$ cat src/rtl/bias_add_stage.sv
// -----------------------------------------------------------------------------
// bias_add_stage
//
// Adds the per-output-channel bias to each signed accumulator beat, rounds
// (half up), arithmetic-shifts and saturates the result to OUT_WIDTH bits.
// The bias is fetched from an external single-port RAM with RAM_LATENCY cycles
// of read latency; accumulator beats wait in a valid-tagged delay line so they
// meet their bias. Results are queued in a small FIFO of RAM_LATENCY+2 entries.
// Upstream is only granted a beat when FIFO occupancy plus beats still in the
// delay line leaves room, so nothing is ever dropped under backpressure.
//
// Optional feature macro: BIAS_ADD_RELU_EN -- when defined, negative results
// are clamped to zero after saturation.
//
// Ports:
//   clk           rising-edge clock
//   rst_n         asynchronous active-low reset
//   s_valid/s_ready/s_data/s_first   accumulator stream in (s_first = channel 0)
//   bias_rd_addr/bias_rd_en          bias RAM read request (combinational)
//   bias_rd_data                     bias RAM read data, RAM_LATENCY after request
//   m_valid/m_ready/m_data           result stream out
//   m_ch/m_last                      channel of m_data, last-channel flag
// -----------------------------------------------------------------------------
module bias_add_stage #(
  parameter int NUM_CHANNELS = 64,
  parameter int ACC_WIDTH    = 32,
  parameter int BIAS_WIDTH   = 16,
  parameter int OUT_WIDTH    = 16,
  parameter int OUT_SHIFT    = 8,
  parameter int RAM_LATENCY  = 1
) (
  input  logic                            clk,
  input  logic                            rst_n,
  input  logic                            s_valid,
  output logic                            s_ready,
  input  logic [ACC_WIDTH-1:0]            s_data,
  input  logic                            s_first,
  output logic [$clog2(NUM_CHANNELS)-1:0] bias_rd_addr,
  output logic                            bias_rd_en,
  input  logic [BIAS_WIDTH-1:0]           bias_rd_data,
  output logic                            m_valid,
  input  logic                            m_ready,
  output logic [OUT_WIDTH-1:0]            m_data,
  output logic [$clog2(NUM_CHANNELS)-1:0] m_ch,
  output logic                            m_last
);

  localparam int CW    = $clog2(NUM_CHANNELS);
  localparam int DEPTH = RAM_LATENCY + 2;
  localparam int PW    = $clog2(DEPTH);
  localparam int CNTW  = $clog2(DEPTH + 1);
  // Two guard bits: one for the bias add, one for the rounding constant.
  localparam int SUMW  = ACC_WIDTH + 2;

  localparam logic [CW-1:0]          LAST_CH  = CW'(NUM_CHANNELS - 1);
  localparam logic [PW-1:0]          LAST_PTR = PW'(DEPTH - 1);
  localparam logic [CNTW:0]          CREDITS  = (CNTW + 1)'(DEPTH);
  // Half an LSB of the shifted result; zero when no shift is applied.
  localparam logic signed [SUMW-1:0] ROUND_C  = SUMW'((64'd1 << OUT_SHIFT) >> 1);
  localparam logic signed [SUMW-1:0] OUT_MAX  = SUMW'((64'sd1 <<< (OUT_WIDTH - 1)) - 64'sd1);
  localparam logic signed [SUMW-1:0] OUT_MIN  = SUMW'(-(64'sd1 <<< (OUT_WIDTH - 1)));

  // Circular pointer increment for a FIFO whose depth need not be a power of 2.
  function automatic logic [PW-1:0] ptr_inc(input logic [PW-1:0] p);
    logic [PW-1:0] n;
    if (p == LAST_PTR) begin
      n = {PW{1'b0}};
    end else begin
      n = p + PW'(1);
    end
    return n;
  endfunction

  // Clamp the shifted sum into the signed output range (optionally ReLU).
  function automatic logic [OUT_WIDTH-1:0] saturate(input logic signed [SUMW-1:0] v);
    logic [OUT_WIDTH-1:0] r;
    if (v > OUT_MAX) begin
      r = OUT_MAX[OUT_WIDTH-1:0];
    end else if (v < OUT_MIN) begin
      r = OUT_MIN[OUT_WIDTH-1:0];
    end else begin
      r = v[OUT_WIDTH-1:0];
    end
`ifdef BIAS_ADD_RELU_EN
    if (r[OUT_WIDTH-1]) begin
      r = {OUT_WIDTH{1'b0}};
    end else begin
      r = r;
    end
`endif
    return r;
  endfunction

  logic [CW-1:0]                          r_ch_cnt;
  logic [CW-1:0]                          w_ch;
  logic                                   w_accept;
  logic [RAM_LATENCY-1:0]                 r_dl_vld;
  logic [RAM_LATENCY-1:0][ACC_WIDTH-1:0]  r_dl_data;
  logic [RAM_LATENCY-1:0][CW-1:0]         r_dl_ch;
  logic [CNTW-1:0]                        w_in_flight;
  logic                                   w_tail_vld;
  logic [ACC_WIDTH-1:0]                   w_tail_data;
  logic [CW-1:0]                          w_tail_ch;
  logic signed [SUMW-1:0]                 w_sum;
  logic signed [SUMW-1:0]                 w_shifted;
  logic [OUT_WIDTH-1:0]                   w_result;
  logic [OUT_WIDTH-1:0]                   r_fifo_data [DEPTH];
  logic [CW-1:0]                          r_fifo_ch   [DEPTH];
  logic                                   r_fifo_last [DEPTH];
  logic [PW-1:0]                          r_wr_ptr;
  logic [PW-1:0]                          r_rd_ptr;
  logic [CNTW-1:0]                        r_count;
  logic                                   w_push;
  logic                                   w_pop;

  // Count beats still travelling through the delay line.
  always_comb begin
    w_in_flight = {CNTW{1'b0}};
    for (int i = 0; i < RAM_LATENCY; i++) begin
      w_in_flight = w_in_flight + CNTW'(r_dl_vld[i]);
    end
  end

  // Accept side: credit check, channel selection and bias read request.
  always_comb begin
    s_ready      = ({1'b0, r_count} + {1'b0, w_in_flight}) < CREDITS;
    // rst_n gating keeps the RAM idle while the stage is held in reset.
    w_accept     = s_valid && s_ready && rst_n;
    w_ch         = s_first ? {CW{1'b0}} : r_ch_cnt;
    bias_rd_en   = w_accept;
    bias_rd_addr = w_ch;
  end

  // Bias add, round half up, arithmetic shift and saturate on the aligned beat.
  always_comb begin
    w_tail_vld  = r_dl_vld[RAM_LATENCY-1];
    w_tail_data = r_dl_data[RAM_LATENCY-1];
    w_tail_ch   = r_dl_ch[RAM_LATENCY-1];
    w_sum       = SUMW'($signed(w_tail_data)) + SUMW'($signed(bias_rd_data));
    w_shifted   = (w_sum + ROUND_C) >>> OUT_SHIFT;
    w_result    = saturate(w_shifted);
  end

  // FIFO handshake and head-of-queue outputs.
  always_comb begin
    m_valid = (r_count != {CNTW{1'b0}});
    w_pop   = m_valid && m_ready;
    // Credit accounting guarantees room whenever the delay line delivers.
    w_push  = w_tail_vld;
    m_data  = r_fifo_data[r_rd_ptr];
    m_ch    = r_fifo_ch[r_rd_ptr];
    m_last  = r_fifo_last[r_rd_ptr];
  end

  // Channel counter: follows each accepted beat, wraps at the last channel.
  always_ff @(posedge clk or negedge rst_n) begin
    if (!rst_n) begin
      r_ch_cnt <= {CW{1'b0}};
    end else if (w_accept) begin
      r_ch_cnt <= (w_ch == LAST_CH) ? {CW{1'b0}} : w_ch + CW'(1);
    end
  end

  // Delay line carrying accumulator and channel alongside the bias RAM read.
  always_ff @(posedge clk or negedge rst_n) begin
    if (!rst_n) begin
      r_dl_vld  <= {RAM_LATENCY{1'b0}};
      r_dl_data <= {(RAM_LATENCY * ACC_WIDTH){1'b0}};
      r_dl_ch   <= {(RAM_LATENCY * CW){1'b0}};
    end else begin
      r_dl_vld[0]  <= w_accept;
      r_dl_data[0] <= s_data;
      r_dl_ch[0]   <= w_ch;
      for (int i = 1; i < RAM_LATENCY; i++) begin
        r_dl_vld[i]  <= r_dl_vld[i-1];
        r_dl_data[i] <= r_dl_data[i-1];
        r_dl_ch[i]   <= r_dl_ch[i-1];
      end
    end
  end

  // Output FIFO storage, pointers and occupancy.
  always_ff @(posedge clk or negedge rst_n) begin
    if (!rst_n) begin
      r_wr_ptr <= {PW{1'b0}};
      r_rd_ptr <= {PW{1'b0}};
      r_count  <= {CNTW{1'b0}};
      for (int i = 0; i < DEPTH; i++) begin
        r_fifo_data[i] <= {OUT_WIDTH{1'b0}};
        r_fifo_ch[i]   <= {CW{1'b0}};
        r_fifo_last[i] <= 1'b0;
      end
    end else begin
      if (w_push) begin
        r_fifo_data[r_wr_ptr] <= w_result;
        r_fifo_ch[r_wr_ptr]   <= w_tail_ch;
        r_fifo_last[r_wr_ptr] <= (w_tail_ch == LAST_CH);
        r_wr_ptr              <= ptr_inc(r_wr_ptr);
      end
      if (w_pop) begin
        r_rd_ptr <= ptr_inc(r_rd_ptr);
      end
      case ({w_push, w_pop})
        2'b10:   r_count <= r_count + CNTW'(1);
        2'b01:   r_count <= r_count - CNTW'(1);
        default: r_count <= r_count;
      endcase
    end
  end

endmodule

$ cat config.mk
export PLATFORM = sky130hd
export DESIGN_NAME = bias_add_stage
export DESIGN_NICKNAME = d
export VERILOG_FILES = /design/src/rtl/bias_add_stage.sv
export SDC_FILE = /design/constraint.sdc
export NUM_CORES = 1
export LEC_CHECK = 0
export CORE_ASPECT_RATIO = 1.4
export CORE_MARGIN = 4
export CORE_UTILIZATION = 32
export DETAILED_ROUTE_END_ITERATION = 12
export MAX_ROUTING_LAYER = met4
export SETUP_SLACK_MARGIN = 0.3
export SLEW_MARGIN = 20
export SYNTH_ARGS = -nofsm -noshare
export SYNTH_HDL_FRONTEND = slang
export SYNTH_SLANG_ARGS = --single-unit
$ cat constraint.sdc
create_clock -name clk -period 4.5 [get_ports clk]
set_clock_uncertainty 0.1 [all_clocks]
set_input_delay 0.45 -clock clk [delete_from_list [all_inputs] [get_ports clk]]
set_output_delay 0.45 -clock clk [all_outputs]
set_load 0.03 [all_outputs]
==> metrics.cfg <==
[outcome]
status = finished clean

[clock_network]
clock_sinks = 120
clk_path_buf_depth = 2
post_cts_buffers = 0
clk_pin_slew_ns = 0.06
root_buffer = clkbuf_16
cts_buffers = 17
tritoncts = built
cts_htree_levels = 4
clk-insertion-delay-late_ns = 0.42

[timing]
setup_viol = 0
finalCriticalPeriod_ns = 3.979
maxSlewHeadroom_pct = 30.51
rsz0062_at_grt = false
fin_tns_setup_ns = 0
tightest_slew_ns = 1.039
timing.hold.ws_ns = 0.3676
drv_slew = 0
max_freq_mhz = 251.3
finalCritPeriodShare_pct = 88.42
hold_viol = 0

[global_route]
antenna_found_initial = 0
overflow = 0
grt_max_degree = 53
grt_pass1_vias = 5679
grt_util_all_layers_pct = 15.27
grt_first_pass_wirelength_mm = 28.36

[floorplan]
io_pins = 85
core_area_sq_um = 21130
die-area_sq_um = 23800
fp.dieW_um = 131.5
num_rows = 63
initial_core_util_pct = 32.36
die_h_um = 180.9

[worst_setup_path]
worst_ep_required_time_ns = 4.70
r2r_slack_ns = 0.73
end_kind = flop
critPathKind = in2reg
startpoint_type = primary input
arrival_ns = 4.18
path_max_fanout = 18

[route]
first_pass_iters = 5
wl_met3_um = 580
top_layer = met4
drc = 0
viasPerCell = 5.106
ant_nets = 0
wl_met1_mm = 7.484
wl_met2_mm = 9.279
wire_per_inst_um = 15.74
wl_mm = 17.74
drt_iter0_drc = 361
vias = 5754

[pwr]
ir_drop_v = 0.0002790
leakage_uw = 0.003991
power_density_nw_per_um2 = 564.1

[logic_synthesis]
synth_cell_types = 53
async_reset_ff_share_pct = 100.0
yosys.area.top_type_share_pct = 43.93
synth_area_leaders = dfrtp_1 (44%), ha_1 (12%), nand2_1 (7.2%), a21oi_1 (5.4%), o21ai_0 (4.4%)
yosys_warnings = 0
synth_ff_type = dfrtp_1
synthesis.area_sq_um = 6835
ys_seq_area_share_pct = 43.93
ys_seq_elements = 120
synth.avg_cell_area_sq_um = 9.126
yosysTopAreaCell = dfrtp_1
synthCells = 749
synth_edf_count = 0
syn_nets = 868

[flow_run]
drv_cap = 0

[finish]
diodes = 0
layout-drive-gt1-share_pct = 8.651
multi_input_area_sq_um = 3686
nNetsFinal = 973
synthToLayoutAreaGrowth_pct = 28.26
n_fill_cell = 2142
layout.area.seq_sq_um = 3003

[placement]
port_buffers = 84
dp_hpwl_mm = 12.95
gp_congestion = 0.8529

[worst_hold_path]
hp-class = in2reg

==> cell usage after synthesis, types with 4 or more instances <==
cell type  count
xnor2_1       15
a21o_1        17
and3_1         7
a31oi_1        4
nand2_1      131
o21ai_0       60
a211oi_1       8
nand4_1        6
mux2i_1       24
nor2b_1        7
dfrtp_1      120
ha_1          66
xor2_1        10
clkbuf_1      25
nor2_1        70
nor3_1        13
or2_2          4
a21oi_1       74
inv_1         17
and2_1         7
nand3_1       14
==> state kept, by name, summed over array words and instances, names as in the netlist <==
name	cells
r_fifo_data	48
r_dl_ch	6
r_fifo_last	3
r_dl_vld	1
r_count	2
r_ch_cnt	6
r_dl_data	32
r_wr_ptr	2
r_rd_ptr	2
r_fifo_ch	18
==> cell families after synthesis <==
family	after synthesis	share of synthesized area [%]
AOI/OAI and AO/OA	196	17.19
and+or+nand+nor	272	17.33
adders and majority gates	66	12.08
buffers and inverters	45	2.581
DFF	120	43.93
muxes	25	3.679
xor gates and xnor gates	25	3.203
==> per-layer routing <==
metal  vias up  GRT usage (%)
met2       124          26.75
met1      2746          17.37
met5         -              -
met4         0          6.137
li1       2856              -
met3        28          2.563
==> stage by stage <==
step / worst slack (ns) / utilization (%) / power, uW / area [sq um] / instances
floorplan: 0.8204 / - / 2796 / 6835 / 749
CTS: 0.5623 / 41.47 / 4995 / 8760 / 1127
global placement: 0.1635 / 38.53 / 3545 / 8139 / 1094
global route: 0.3102 / 41.50 / 5247 / 8767 / 1127
detailed placement: 0.1357 / 38.53 / 3569 / 8139 / 1094
finish: 0.5213 / 41.50 / 4945 / 8767 / 1127
==> cell type report <==
cell class	instances	area share [%]
clock inverter	14	1.955
sequential	120	34.25
multi-input combinational	584	42.04
tap	260	3.711
timing repair buffer	114	12.30
clock buffer	18	5.009
inverter	17	0.7278
==> final timing paths <==
path,from,to,cells after the start
max in group asynchronous,rst_n,r_fifo_last[0]$_DFFE_PN0P_,3
worst max-delay path,bias_rd_data[15],r_fifo_data[19]$_DFFE_PN0P_,16
worst max register to register,r_dl_data[8]$_DFF_PN0_,r_fifo_data[13]$_DFFE_PN0P_,13
min in group asynchronous,rst_n,r_dl_data[1]$_DFF_PN0_,2
worst min register to register,r_fifo_ch[15]$_DFFE_PN0P_,r_fifo_ch[15]$_DFFE_PN0P_,2
worst min-delay path,s_data[27],r_dl_data[27]$_DFF_PN0_,1
==> worst max-delay path, cell delays in order <==
cell and delay (ns):
clkdlybuf4s50_1 0.45, buf_12 0.17, ha_1 0.30, ha_1 0.34, a21oi_1 0.16, o21ai_0 0.18
a311o_1 0.42, nor3b_1 0.23, buf_4 0.16, o221ai_1 0.15, xnor2_1 0.18, nor3_1 0.28
a41oi_2 0.20, nor2_1 0.18, buf_4 0.22, a21oi_1 0.09
==> timing repair <==
item | in CTS | in global routing
resized for setup | 0 | 1
hold buffers | 1 | 0
endpoints found under the setup margin | 0 | 1
endpoints found under the hold margin | 27 | 0
==> power breakdown <==
group / leakage (uW) / internal [uW] / total (uW) / switching, uW
registers: 0.00144 / 1380 / 1610 / 227
clock network: 0.000293 / 887 / 1410 / 523
logic: 0.00225 / 798 / 1930 / 1130
total: 0.00399 / 3070 / 4950 / 1880
==> layout by cell type (no fill, tap or decap), types with 3 or more instances in the layout <==
master,synthesis,routed
xnor2_1,15,15
dfrtp_1,120,120
o21ai_0,60,60
nor2b_1,7,7
and4_1,3,3
and3_1,7,7
clkbuf_16,0,17
xor2_1,10,10
nor3_1,13,11
ha_1,66,66
a211oi_1,8,8
or2_2,4,4
buf_4,0,29
bufinv_16,0,3
nand2_1,131,131
and2_1,7,7
clkinv_4,0,3
a21oi_1,74,74
o21bai_1,3,3
nand4_1,6,6
clkdlybuf4s50_1,0,83
a21o_1,17,17
clkinv_2,0,3
mux2i_1,24,24
clkinvlp_4,0,3
nor2_1,70,70
nor3b_1,3,3
inv_1,17,17
a31oi_1,4,4
nand3_1,14,14
Power figures use the tool's default switching activity.
